===== src/rtl/mem_port_arbiter_pkg.sv =====
// Shared types, func3 codes and request legality check for the unified-memory arbiter.
// Pure declarations: no latency, no flow control of its own.
package mem_arb_pkg;

   localparam int ADDR_W_DEF        = 11;
   localparam int MEM_AW_DEF        = 13;
   localparam int DATA_BASE_DEF     = 2048;
   localparam int MAX_DM_STREAK_DEF = 4;

   typedef enum logic [1:0] {IDLE, CMD, RESP, ERR} state_t;
   typedef enum logic {OWN_IF, OWN_DM} owner_t;

   localparam logic [2:0] F3_B  = 3'b000;
   localparam logic [2:0] F3_H  = 3'b001;
   localparam logic [2:0] F3_W  = 3'b010;
   localparam logic [2:0] F3_BU = 3'b100;
   localparam logic [2:0] F3_HU = 3'b101;

   // Unsigned widths exist only for loads; stores accept B/H/W.
   function automatic bit is_legal(input logic we, input logic [2:0] func3,
                                   input logic [1:0] addr_lo);
      bit ok;
      ok = 1'b0;
      case (func3)
         F3_B:    ok = 1'b1;
         F3_H:    ok = ~addr_lo[0];
         F3_W:    ok = (addr_lo == 2'b00);
         F3_BU:   ok = ~we;
         F3_HU:   ok = ~we & ~addr_lo[0];
         default: ok = 1'b0;
      endcase
      return ok;
   endfunction

endpackage


===== src/rtl/mem_port_arbiter_if.sv =====
// Requester (IF/DM) and memory-side signal bundle; slave = arbiter, master = environment.
// Wires only: latency and backpressure are owned by the arbiter.
interface mem_port_arbiter_if #(
   parameter int ADDR_W = 11,
   parameter int MEM_AW = 13
);
   logic              if_req;
   logic [ADDR_W-1:0] if_addr;
   logic              if_valid;
   logic              if_err;
   logic [31:0]       if_rdata;

   logic              dm_req;
   logic              dm_we;
   logic [2:0]        dm_func3;
   logic [ADDR_W-1:0] dm_addr;
   logic [31:0]       dm_wdata;
   logic              dm_valid;
   logic              dm_err;
   logic [31:0]       dm_rdata;

   logic              mem_rd;
   logic              mem_wr;
   logic [2:0]        mem_func3;
   logic [MEM_AW-1:0] mem_addr;
   logic [31:0]       mem_wdata;
   logic [31:0]       mem_rdata;

   modport slave (
      input  if_req, if_addr, dm_req, dm_we, dm_func3, dm_addr, dm_wdata, mem_rdata,
      output if_valid, if_err, if_rdata, dm_valid, dm_err, dm_rdata,
             mem_rd, mem_wr, mem_func3, mem_addr, mem_wdata
   );

   modport master (
      output if_req, if_addr, dm_req, dm_we, dm_func3, dm_addr, dm_wdata, mem_rdata,
      input  if_valid, if_err, if_rdata, dm_valid, dm_err, dm_rdata,
             mem_rd, mem_wr, mem_func3, mem_addr, mem_wdata
   );
endinterface


===== src/rtl/mem_port_arbiter_load_extend.sv =====
// Load data extension by func3 (byte/half sign or zero, word pass-through); illegal codes give 0.
// Combinational, zero latency, no backpressure.
module load_extend
   import mem_arb_pkg::*;
(
   input  logic [31:0] raw_i,
   input  logic [2:0]  func3_i,
   output logic [31:0] ext_o
);
   always_comb begin
      ext_o = '0;
      case (func3_i)
         F3_B:    ext_o = {{24{raw_i[7]}}, raw_i[7:0]};
         F3_H:    ext_o = {{16{raw_i[15]}}, raw_i[15:0]};
         F3_W:    ext_o = raw_i;
         F3_BU:   ext_o = {24'd0, raw_i[7:0]};
         F3_HU:   ext_o = {16'd0, raw_i[15:0]};
         default: ext_o = '0;
      endcase
   end
endmodule


===== src/rtl/mem_port_arbiter.sv =====
// Time-shares one memory port between fetch and data with DM priority bounded by a streak limit.
// Legal access: valid 2 cycles after IDLE grant (1 per 3 cycles); illegal: valid+err next cycle; losers wait.
module mem_port_arbiter
   import mem_arb_pkg::*;
#(
   parameter int ADDR_W        = ADDR_W_DEF,
   parameter int MEM_AW        = MEM_AW_DEF,
   parameter int DATA_BASE     = DATA_BASE_DEF,
   parameter int MAX_DM_STREAK = MAX_DM_STREAK_DEF
) (
   input logic              clk,
   input logic              rst,
   mem_port_arbiter_if.slave bus
);
   localparam int SW = $clog2(MAX_DM_STREAK + 1);

   state_t            state_q, state_d;
   owner_t            owner_q, owner_d;
   logic              we_q, we_d;
   logic [2:0]        func3_q, func3_d;
   logic [SW-1:0]     streak_q, streak_d;

   logic              mem_rd_q, mem_rd_d;
   logic              mem_wr_q, mem_wr_d;
   logic [2:0]        mem_func3_q, mem_func3_d;
   logic [MEM_AW-1:0] mem_addr_q, mem_addr_d;
   logic [31:0]       mem_wdata_q, mem_wdata_d;
   logic              if_valid_q, if_valid_d;
   logic              if_err_q, if_err_d;
   logic              dm_valid_q, dm_valid_d;
   logic              dm_err_q, dm_err_d;

   logic              streak_full, dm_win, if_win, if_ok, dm_ok;
   logic [MEM_AW-1:0] dm_mem_addr;
   logic [31:0]       ext_dat;

   assign streak_full = (streak_q == SW'(MAX_DM_STREAK));
   assign dm_win      = bus.dm_req && !(bus.if_req && streak_full);
   assign if_win      = bus.if_req && !dm_win;
   assign if_ok       = is_legal(1'b0, F3_W, bus.if_addr[1:0]);
   assign dm_ok       = is_legal(bus.dm_we, bus.dm_func3, bus.dm_addr[1:0]);
   assign dm_mem_addr = MEM_AW'(bus.dm_addr) + MEM_AW'(DATA_BASE);

   always_comb begin
      state_d     = state_q;
      owner_d     = owner_q;
      we_d        = we_q;
      func3_d     = func3_q;
      streak_d    = streak_q;
      mem_rd_d    = 1'b0;
      mem_wr_d    = 1'b0;
      mem_func3_d = '0;
      mem_addr_d  = '0;
      mem_wdata_d = '0;
      if_valid_d  = 1'b0;
      if_err_d    = 1'b0;
      dm_valid_d  = 1'b0;
      dm_err_d    = 1'b0;
      case (state_q)
         IDLE: begin
            if (!bus.if_req) streak_d = '0;
            if (dm_win) begin
               owner_d = OWN_DM;
               we_d    = bus.dm_we;
               func3_d = bus.dm_func3;
               if (bus.if_req && !streak_full) streak_d = streak_q + SW'(1);
               if (dm_ok) begin
                  state_d     = CMD;
                  mem_rd_d    = ~bus.dm_we;
                  mem_wr_d    = bus.dm_we;
                  mem_func3_d = bus.dm_func3;
                  mem_addr_d  = dm_mem_addr;
                  mem_wdata_d = bus.dm_wdata;
               end else begin
                  state_d    = ERR;
                  dm_valid_d = 1'b1;
                  dm_err_d   = 1'b1;
               end
            end else if (if_win) begin
               owner_d  = OWN_IF;
               we_d     = 1'b0;
               func3_d  = F3_W;
               streak_d = '0;
               if (if_ok) begin
                  state_d     = CMD;
                  mem_rd_d    = 1'b1;
                  mem_func3_d = F3_W;
                  mem_addr_d  = MEM_AW'(bus.if_addr);
               end else begin
                  state_d    = ERR;
                  if_valid_d = 1'b1;
                  if_err_d   = 1'b1;
               end
            end
         end
         CMD: begin
            state_d = RESP;
            if (owner_q == OWN_IF) if_valid_d = 1'b1;
            else                   dm_valid_d = 1'b1;
         end
         RESP:    state_d = IDLE;
         ERR:     state_d = IDLE;
         default: state_d = IDLE;
      endcase
   end

   always_ff @(posedge clk or posedge rst) begin
      if (rst) begin
         state_q     <= IDLE;
         owner_q     <= OWN_IF;
         we_q        <= 1'b0;
         func3_q     <= '0;
         streak_q    <= '0;
         mem_rd_q    <= 1'b0;
         mem_wr_q    <= 1'b0;
         mem_func3_q <= '0;
         mem_addr_q  <= '0;
         mem_wdata_q <= '0;
         if_valid_q  <= 1'b0;
         if_err_q    <= 1'b0;
         dm_valid_q  <= 1'b0;
         dm_err_q    <= 1'b0;
      end else begin
         state_q     <= state_d;
         owner_q     <= owner_d;
         we_q        <= we_d;
         func3_q     <= func3_d;
         streak_q    <= streak_d;
         mem_rd_q    <= mem_rd_d;
         mem_wr_q    <= mem_wr_d;
         mem_func3_q <= mem_func3_d;
         mem_addr_q  <= mem_addr_d;
         mem_wdata_q <= mem_wdata_d;
         if_valid_q  <= if_valid_d;
         if_err_q    <= if_err_d;
         dm_valid_q  <= dm_valid_d;
         dm_err_q    <= dm_err_d;
      end
   end

   // Memory returns data the cycle after mem_rd, i.e. during RESP, so read data is steered, not registered.
   load_extend u_load_extend (
      .raw_i   (bus.mem_rdata),
      .func3_i (func3_q),
      .ext_o   (ext_dat)
   );

   assign bus.if_rdata  = (state_q == RESP && owner_q == OWN_IF) ? bus.mem_rdata : 32'd0;
   assign bus.dm_rdata  = (state_q == RESP && owner_q == OWN_DM && !we_q) ? ext_dat : 32'd0;
   assign bus.if_valid  = if_valid_q;
   assign bus.if_err    = if_err_q;
   assign bus.dm_valid  = dm_valid_q;
   assign bus.dm_err    = dm_err_q;
   assign bus.mem_rd    = mem_rd_q;
   assign bus.mem_wr    = mem_wr_q;
   assign bus.mem_func3 = mem_func3_q;
   assign bus.mem_addr  = mem_addr_q;
   assign bus.mem_wdata = mem_wdata_q;

endmodule


===== src/flat_wrapper.sv =====
// flat-port wrapper written by rule: the top's interface ports become plain ports
module mem_port_arbiter_flat import mem_arb_pkg::*;
#(
   parameter int ADDR_W        = ADDR_W_DEF,
   parameter int MEM_AW        = MEM_AW_DEF,
   parameter int DATA_BASE     = DATA_BASE_DEF,
   parameter int MAX_DM_STREAK = MAX_DM_STREAK_DEF
)
  (clk, rst, bus_if_req, bus_if_addr, bus_dm_req, bus_dm_we, bus_dm_func3, bus_dm_addr, bus_dm_wdata, bus_mem_rdata, bus_if_valid, bus_if_err, bus_if_rdata, bus_dm_valid, bus_dm_err, bus_dm_rdata, bus_mem_rd, bus_mem_wr, bus_mem_func3, bus_mem_addr, bus_mem_wdata);
  mem_port_arbiter_if #(.ADDR_W(ADDR_W), .MEM_AW(MEM_AW)) bus_i ();
  input logic clk;
  input logic rst;
  input wire logic [$bits(bus_i.if_req)-1:0] bus_if_req;
  input wire logic [$bits(bus_i.if_addr)-1:0] bus_if_addr;
  input wire logic [$bits(bus_i.dm_req)-1:0] bus_dm_req;
  input wire logic [$bits(bus_i.dm_we)-1:0] bus_dm_we;
  input wire logic [$bits(bus_i.dm_func3)-1:0] bus_dm_func3;
  input wire logic [$bits(bus_i.dm_addr)-1:0] bus_dm_addr;
  input wire logic [$bits(bus_i.dm_wdata)-1:0] bus_dm_wdata;
  input wire logic [$bits(bus_i.mem_rdata)-1:0] bus_mem_rdata;
  output wire logic [$bits(bus_i.if_valid)-1:0] bus_if_valid;
  output wire logic [$bits(bus_i.if_err)-1:0] bus_if_err;
  output wire logic [$bits(bus_i.if_rdata)-1:0] bus_if_rdata;
  output wire logic [$bits(bus_i.dm_valid)-1:0] bus_dm_valid;
  output wire logic [$bits(bus_i.dm_err)-1:0] bus_dm_err;
  output wire logic [$bits(bus_i.dm_rdata)-1:0] bus_dm_rdata;
  output wire logic [$bits(bus_i.mem_rd)-1:0] bus_mem_rd;
  output wire logic [$bits(bus_i.mem_wr)-1:0] bus_mem_wr;
  output wire logic [$bits(bus_i.mem_func3)-1:0] bus_mem_func3;
  output wire logic [$bits(bus_i.mem_addr)-1:0] bus_mem_addr;
  output wire logic [$bits(bus_i.mem_wdata)-1:0] bus_mem_wdata;
  assign bus_i.if_req = bus_if_req;
  assign bus_i.if_addr = bus_if_addr;
  assign bus_i.dm_req = bus_dm_req;
  assign bus_i.dm_we = bus_dm_we;
  assign bus_i.dm_func3 = bus_dm_func3;
  assign bus_i.dm_addr = bus_dm_addr;
  assign bus_i.dm_wdata = bus_dm_wdata;
  assign bus_i.mem_rdata = bus_mem_rdata;
  assign bus_if_valid = bus_i.if_valid;
  assign bus_if_err = bus_i.if_err;
  assign bus_if_rdata = bus_i.if_rdata;
  assign bus_dm_valid = bus_i.dm_valid;
  assign bus_dm_err = bus_i.dm_err;
  assign bus_dm_rdata = bus_i.dm_rdata;
  assign bus_mem_rd = bus_i.mem_rd;
  assign bus_mem_wr = bus_i.mem_wr;
  assign bus_mem_func3 = bus_i.mem_func3;
  assign bus_mem_addr = bus_i.mem_addr;
  assign bus_mem_wdata = bus_i.mem_wdata;
  mem_port_arbiter #(.ADDR_W(ADDR_W), .MEM_AW(MEM_AW), .DATA_BASE(DATA_BASE), .MAX_DM_STREAK(MAX_DM_STREAK)) u_core (.clk(clk), .rst(rst), .bus(bus_i));
endmodule

===== config.mk =====
export PLATFORM = sky130hd
export DESIGN_NAME = mem_port_arbiter_flat
export DESIGN_NICKNAME = d
export VERILOG_FILES = /design/src/rtl/mem_port_arbiter_pkg.sv /design/src/rtl/mem_port_arbiter_if.sv /design/src/rtl/mem_port_arbiter_load_extend.sv /design/src/rtl/mem_port_arbiter.sv /design/src/flat_wrapper.sv
export SDC_FILE = /design/constraint.sdc
export NUM_CORES = 1
export LEC_CHECK = 0
export BUFFER_PORTS_ARGS = -buffer_cell sky130_fd_sc_hd__clkbuf_2
export CELL_PAD_IN_SITES_DETAIL_PLACEMENT = 0
export CELL_PAD_IN_SITES_GLOBAL_PLACEMENT = 1
export CORE_ASPECT_RATIO = 1.5
export CORE_MARGIN = 1.5
export CORE_UTILIZATION = 28
export DETAILED_ROUTE_END_ITERATION = 7
export GPL_TIMING_DRIVEN = 0
export PLACE_DENSITY = 0.78
export SLEW_MARGIN = 5
export SYNTH_ARGS = -nofsm -noshare
export SYNTH_HDL_FRONTEND = slang
export SYNTH_SLANG_ARGS = --single-unit

===== constraint.sdc =====
create_clock -name clk -period 2.8 [get_ports clk]
set_clock_uncertainty 0.2 [all_clocks]
set_input_delay 0.56 -clock clk [delete_from_list [all_inputs] [get_ports clk]]
set_output_delay 0.56 -clock clk [all_outputs]
set_load 0.1 [all_outputs]

==> results of run 1 <==
## state kept, by name (all words and copies together) (netlist names)
signal	flops
u_core.bus.dm_err	1
u_core.bus.dm_valid	1
u_core.bus.if_err	1
u_core.bus.if_valid	1
u_core.bus.mem_addr	12
u_core.bus.mem_func3	3
u_core.bus.mem_rd	1
u_core.bus.mem_wdata	32
u_core.bus.mem_wr	1
u_core.func3_q	3
u_core.owner_q	1
u_core.state_q	2
u_core.streak_q	3
u_core.we_q	1
## power by group through the flow
stage | clock [mW] | sequential (mW) | combinational [mW]
after detailed placement | 0 | 1.12 | 2.95
after CTS | 1.12 | 1.14 | 3.16
after floorplan | 0 | 1.66 | 1.93
final | 1.09 | 1.14 | 3.19
after global routing | 1.16 | 1.16 | 3.33
after global placement | 0 | 1.12 | 2.93
## cell type report
class / instances / area, um^2 / area share (%)
plain buffers: 16 / 119 / 2.39
multi-input cells: 193 / 1360 / 27.4
inverters: 6 / 22.5 / 0.452
well taps: 117 / 146 / 2.94
flip-flops and latches: 63 / 1580 / 31.7
clock buffers: 11 / 253 / 5.07
repair buffers: 214 / 1460 / 29.2
clock inverters: 4 / 45.0 / 0.904
## stage by stage
stage | utilization [%] | setup slack [ps] | cells | instance area (um^2)
after floorplan | - | -592 | 282 | 3020
after CTS | 49.0 | 0.281 | 623 | 4940
after global routing | 49.4 | 3.40 | 624 | 4980
after global placement | 41.9 | -252 | 609 | 4220
final | 49.4 | 85.7 | 624 | 4980
after detailed placement | 42.1 | -265 | 610 | 4240
## cells in the mapped netlist (2+ instances only)
cell type / number / area (um^2)
dfrtp_1: 63 / 1580
nor2_1: 6 / 22.5
a21o_1: 4 / 30.0
o21ai_0: 13 / 65.1
and2_1: 77 / 482
and4_1: 2 / 17.5
a22o_1: 11 / 96.3
nand3_1: 4 / 20.0
nand2_1: 20 / 75.1
nor2b_1: 2 / 12.5
buf_2: 3 / 15.0
a21oi_1: 29 / 145
nor3b_1: 2 / 15.0
o22ai_1: 2 / 12.5
inv_1: 6 / 22.5
buf_6: 2 / 22.5
ha_1: 2 / 25.0
nand2b_1: 2 / 12.5
clkbuf_1: 14 / 52.6
## metal layers
metal,GRT usage [%],vias to the layer above,wire length [um]
met5,0,-,0
met4,6.93,0,242
met3,6.72,17,835
met2,32.1,178,4900
met1,14.0,1306,2860
li1,-,1377,-
## cell families (layout without fill, tap and decap cells)
kind of cell / Yosys count / after routing / share of synthesized area, %
other: 1 / 1 / 0.130
flip-flops: 63 / 63 / 54.7
adder cells (fa/ha/maj): 2 / 2 / 0.868
multiplexers: 1 / 1 / 0.347
AND/OR/NAND/NOR: 126 / 126 / 26.1
AO/OA/AOI/OAI: 63 / 63 / 13.8
buffers and inverters: 26 / 251 / 4.16
## worst max-delay path, cell delays in order, from the launching register on
cell       delay, ps
dfrtp_1          360
clkbuf_4         180
nand4bb_1        210
buf_6            140
nand2b_4         180
clkbuf_8         200
a21oi_4          140
clkbuf_16        220
## final timing paths
check / startpoint / slack, ps / end / cells after the start
worst max-delay path: u_core.state_q[0]$_DFFE_PP0P_ / 90 / bus_dm_rdata[27] / 7
worst min-delay path: rst / 120 / u_core.bus.mem_wdata[10]$_DFF_PP0_ / 2
worst max register to register: u_core.state_q[0]$_DFFE_PP0P_ / 540 / u_core.bus.mem_addr[5]$_DFF_PP0_ / 5
worst min register to register: u_core.we_q$_DFFE_PP0P_ / 270 / u_core.we_q$_DFFE_PP0P_ / 1
max in group asynchronous: rst / 1670 / u_core.state_q[1]$_DFFE_PP0P_ / 3
min in group clk: bus_dm_wdata[2] / 240 / u_core.bus.mem_wdata[2]$_DFF_PP0_ / 2
## timing repair
action	CTS	global route
buffers inserted	0	1
endpoints found under the setup margin	64	50
cloned	2	0
gates resized for setup	103	26
hold buffers	0	0
==> qor.yml, run 1 <==
die:
  initial_utilization_pct: 28.6
  core_um2: 10100
  dieArea_um2: 10900
  io_pins: 212
  die_w_um: 85.9
  die_y_um: 127
  num_rows: 45
grt:
  grt_pass1_vias: 2886
  grt_max_degree: 33
  antenna_found_initial: 0
  grt_remaining_overflow: 0
  grtUsageTotal_pct: 16.4
  grt_pass1_wl_um: 13600
setup_path:
  cp-end-kind: "primary output"
  worstPathArrival_ps: 1950
  crit_required_ps: 2040
  crit_fanout: 10
  critical_path_class: "flip-flop to primary output"
  start_kind: "flip-flop"
layout:
  layout_commonest_cell: "clkbuf_2"
  n_antenna_cell: 0
  most-common-layout-cells: "clkbuf_2, and2_1, dfrtp_1, clkbuf_4, nand2_1"
  nFillCells: 901
  area_growth_pct: 72.8
  drive_gt1_share_pct: 53.6
  nNetsFinal: 599
synthesis:
  ys_warn_count: 0
  synth_seq_cells: 63
  synth_area_um2: 2880
  syn_area_per_cell_um2: 10.2
  synth_fp_nets: 378
  synthDistinctLibCells: 37
  syn_inst: 282
  ys_async_sr_fraction_pct: 100
  synth_edf_count: 0
  ys_seq_area_share_pct: 54.7
  synth_ff_type: "dfrtp_1"
sta:
  setup_viol: 0
  rsz0062_at_grt: "false"
  slew_headroom_pct: 55.3
  min_period_over_period_pct: 96.9
  whs_ps: 118
  hold_violations: 0
  slew_violations: 0
  period_minus_slack_ps: 2710
  tightest_slew_ps: 664
  setup_tns_ps: 0
  fmax_mhz: 368
detailed_routing:
  dr.pass1.iters: 4
  drc: 0
  num_vias: 2878
  wl_per_cell_um: 14.2
  drt_iter0_markers: 65
  wl_um: 8840
  antenna_left: 0
  vias_per_cell: 4.61
clocking:
  cts_sinks: 63
  clk_path_buf_depth: 2
  cts_max_level: 3
  clk_pin_slew_ps: 50
  cts_tree: "done"
  numCtsBuffers: 9
  cts_root_buf: "clkbuf_16"
  clkLatencyLatePin_ps: 320
placement:
  dp_hpwl_um: 7000
  place.port_buffers: 210
  gp_congestion: 0.769
run_status:
  status: "completed"
power:
  p_per_area_nw_per_um2: 1090
  clockPowerShare_pct: 20.1
  seq_power_share_pct: 21.0
  p_leak_nw: 2.68
  cell_internal_pwr_mw: 2.50
  p_switching_mw: 2.92
  swShare_pct: 53.9
  power_frac_comb_pct: 58.9
  irDropWorstVdd_mv: 0.422
  total_power_mw: 5.42
worst_hold_path:
  hold_class: "input port to asynchronous set/reset pin"
job:
  drv_cap: 0
Power figures use the tool's default switching activity.
==> run 2: changes to the inputs <==
==> constraint.sdc (replaced) <==
create_clock -name clk -period 2.9 [get_ports clk]
set_clock_uncertainty 0.2 [all_clocks]
set_input_delay 0.58 -clock clk [delete_from_list [all_inputs] [get_ports clk]]
set_output_delay 0.58 -clock clk [all_outputs]
set_load 0.1 [all_outputs]
==> qor.yml, run 2 (synthesis results as in run 1) <==
sta:
  min_period_over_period_pct: 95.8
  fmax_mhz: 360
  slew_violations: 0  # unchanged
  setup_viol: 0  # unchanged
  tightest_slew_ps: 647  # -16.9 ps
  whs_ps: 137  # +19.4 ps
  hold_violations: 0  # unchanged
  slew_headroom_pct: 56.8  # +1.5 points
  period_minus_slack_ps: 2780
  rsz0062_at_grt: "true"
grt:
  grt_max_degree: 36  # +9.1%
  grt_pass1_wl_um: 13700  # +0.41%
  grt_pass1_vias: 2895  # +0.31%
  grtUsageTotal_pct: 16.1  # -0.22 points
  grt_remaining_overflow: 0  # unchanged
  antenna_found_initial: 0  # unchanged
layout:
  layout_commonest_cell: "clkbuf_2"
  largest_reg_flops: 32  # unchanged
  area_growth_pct: 72.2
  n_antenna_cell: 0  # unchanged
  register_area_um2: 1580  # about the same
  nFillCells: 931  # +3.3%
  multiInputGateArea_um2: 1370  # +0.18%
  nNetsFinal: 597  # -0.33%
  most-common-layout-cells: "clkbuf_2, and2_1, dfrtp_1, clkbuf_4"
  fin_cells: 623  # -0.16%
  drive_gt1_share_pct: 51.8  # -1.9 points
setup_path:
  rr_worst_depth: 5  # unchanged
  worstPathArrival_ps: 2000  # +50 ps
  start_kind: "flip-flop"
  timing.rr.start: "u_core.state_q[0]$_DFFE_PP0P_"
  cp-end-kind: "primary output"
  crit_required_ps: 2120  # +80 ps
  r2r_setup_slack_ps: 640  # +100 ps
  r2r-end: "u_core.bus.mem_addr[4]$_DFF_PP0_"
  critical_path_class: "flip-flop to primary output"
  crit_fanout: 10  # unchanged
clocking:
  cts_hold_buf: 0  # unchanged
  clkLatencyLatePin_ps: 320  # about the same
  cts_max_level: 3  # unchanged
  cts_tree: "done"
  numCtsBuffers: 9  # unchanged
  cts_sinks: 63  # unchanged
  cts_root_buf: "clkbuf_16"
  clk_pin_slew_ps: 50  # about the same
  cts_resized: 102  # -0.97%
  clk_path_buf_depth: 2  # unchanged
  cts_setup_buffers: 0  # unchanged
detailed_routing:
  vias_per_cell: 4.64  # +0.65%
  antenna_left: 0  # unchanged
  drt_iter0_markers: 127  # +95%
  drc: 0  # unchanged
  wl_per_cell_um: 13.9  # -1.7%
  dr.pass1.iters: 4  # unchanged
  wl_um: 8680  # -1.9%
  num_vias: 2892  # +0.49%
worst_hold_path:
  hold_class: "input port to asynchronous set/reset pin"
placement:
  place_inst: 610  # unchanged
  gp_congestion: 0.736  # -4.3%
  place.port_buffers: 210  # unchanged
  dp_hpwl_um: 6950  # -0.69%
die:
  io_pins: 212  # unchanged
  die_w_um: 85.9  # unchanged
  num_rows: 45  # unchanged
  core_um2: 10100  # unchanged
  die_y_um: 127  # unchanged
  dieArea_um2: 10900  # unchanged
  initial_utilization_pct: 28.6  # unchanged
power:
  power_frac_comb_pct: 58.8  # about the same
  clockPowerShare_pct: 20.1  # about the same
  irDropWorstVdd_mv: 0.636  # +51%
  p_switching_mw: 2.80  # -4.0%
  swShare_pct: 54.2  # +0.30 points
  cell_internal_pwr_mw: 2.37  # -5.1%
  p_per_area_nw_per_um2: 1040  # -4.2%
  seq_power_share_pct: 21.2  # +0.2 points
  total_power_mw: 5.17  # -4.5%
  p_leak_nw: 2.65  # -0.89%
run_status:
  status: "completed"
job:
  drv_cap: 0  # unchanged
==> run 2: changes by cell type in the layout (fill, tap and decap cells not counted), moves of 2 or more <==
cell and change:
buf_8 -2, buf_4 -4, buf_12 -2, clkbuf_8 -7, clkbuf_2 -4, clkbuf_1 +6
clkbuf_16 +6, buf_6 -3, clkbuf_4 +7
==> run 2: worst max-delay path, stage by stage (launching register included) <==
cell	delay [ps]
dfrtp_1	350
buf_2	180
nand4bb_1	200
buf_4	200
nor2b_2	250
and2_1	180
clkbuf_4	320
==> run 2: how the worst max path moves through the flow <==
| stage | startpoint | endpoint | cells after the start |
|---|---|---|---|
| 3_3_place_gp | u_core.state_q[1]$_DFFE_PP0P_ | bus_dm_rdata[23] | 8 |
| 3_5_place_dp | u_core.state_q[1]$_DFFE_PP0P_ | bus_dm_rdata[26] | 8 |
| 6_report | u_core.state_q[0]$_DFFE_PP0P_ | bus_dm_rdata[5] | 6 |
| 5_1_grt | u_core.func3_q[1]$_DFFE_PP0P_ | bus_dm_rdata[9] | 5 |
| 4_1_cts | u_core.func3_q[0]$_DFFE_PP0P_ | bus_dm_rdata[26] | 6 |
| 2_1_floorplan | u_core.state_q[0]$_DFFE_PP0P_ | bus_dm_rdata[16] | 6 |
==> run 2: metal layers <==
metal	up-vias	global-route usage [%]	routed length [um]
met3	13	5.30	775
met5	-	0	0
met2	166	31.5	4840
met1	1335	14.8	2890
li1	1378	-	-
met4	0	6.64	177
==> run 2: layout make-up <==
class	instances	area share [%]
Multi-Input combinational cell	193	27.5
Tap cell	117	2.95
Clock inverter	4	0.907
Inverter	6	0.453
Clock buffer	12	4.96
Buffer	17	2.39
Sequential cell	63	31.7
Timing Repair Buffer	211	29.1
==> run 2: power groups by stage <==
| stage | sequential, mW | combinational, mW | clock, mW |
|---|---|---|---|
| 2_1_floorplan | 1.60 | 1.86 | 0 |
| 3_3_place_gp | 1.08 | 2.82 | 0 |
| 3_5_place_dp | 1.08 | 2.84 | 0 |
| 4_1_cts | 1.09 | 3.03 | 1.07 |
| 5_1_grt | 1.11 | 3.18 | 1.10 |
| 6_report | 1.10 | 3.04 | 1.04 |
==> run 2: stage by stage <==
stage                     utilization [%]  area [um^2]  setup WS, ps  TNS [ps]
after floorplan                         -         3030          -513     -6470
after global placement               41.9         4220          -502    -16710
after detailed placement             42.1         4240          -531     -6920
after CTS                            49.1         4950          3.98         0
after global routing                 49.3         4970         -23.2     -44.0
final                                49.3         4970           121         0
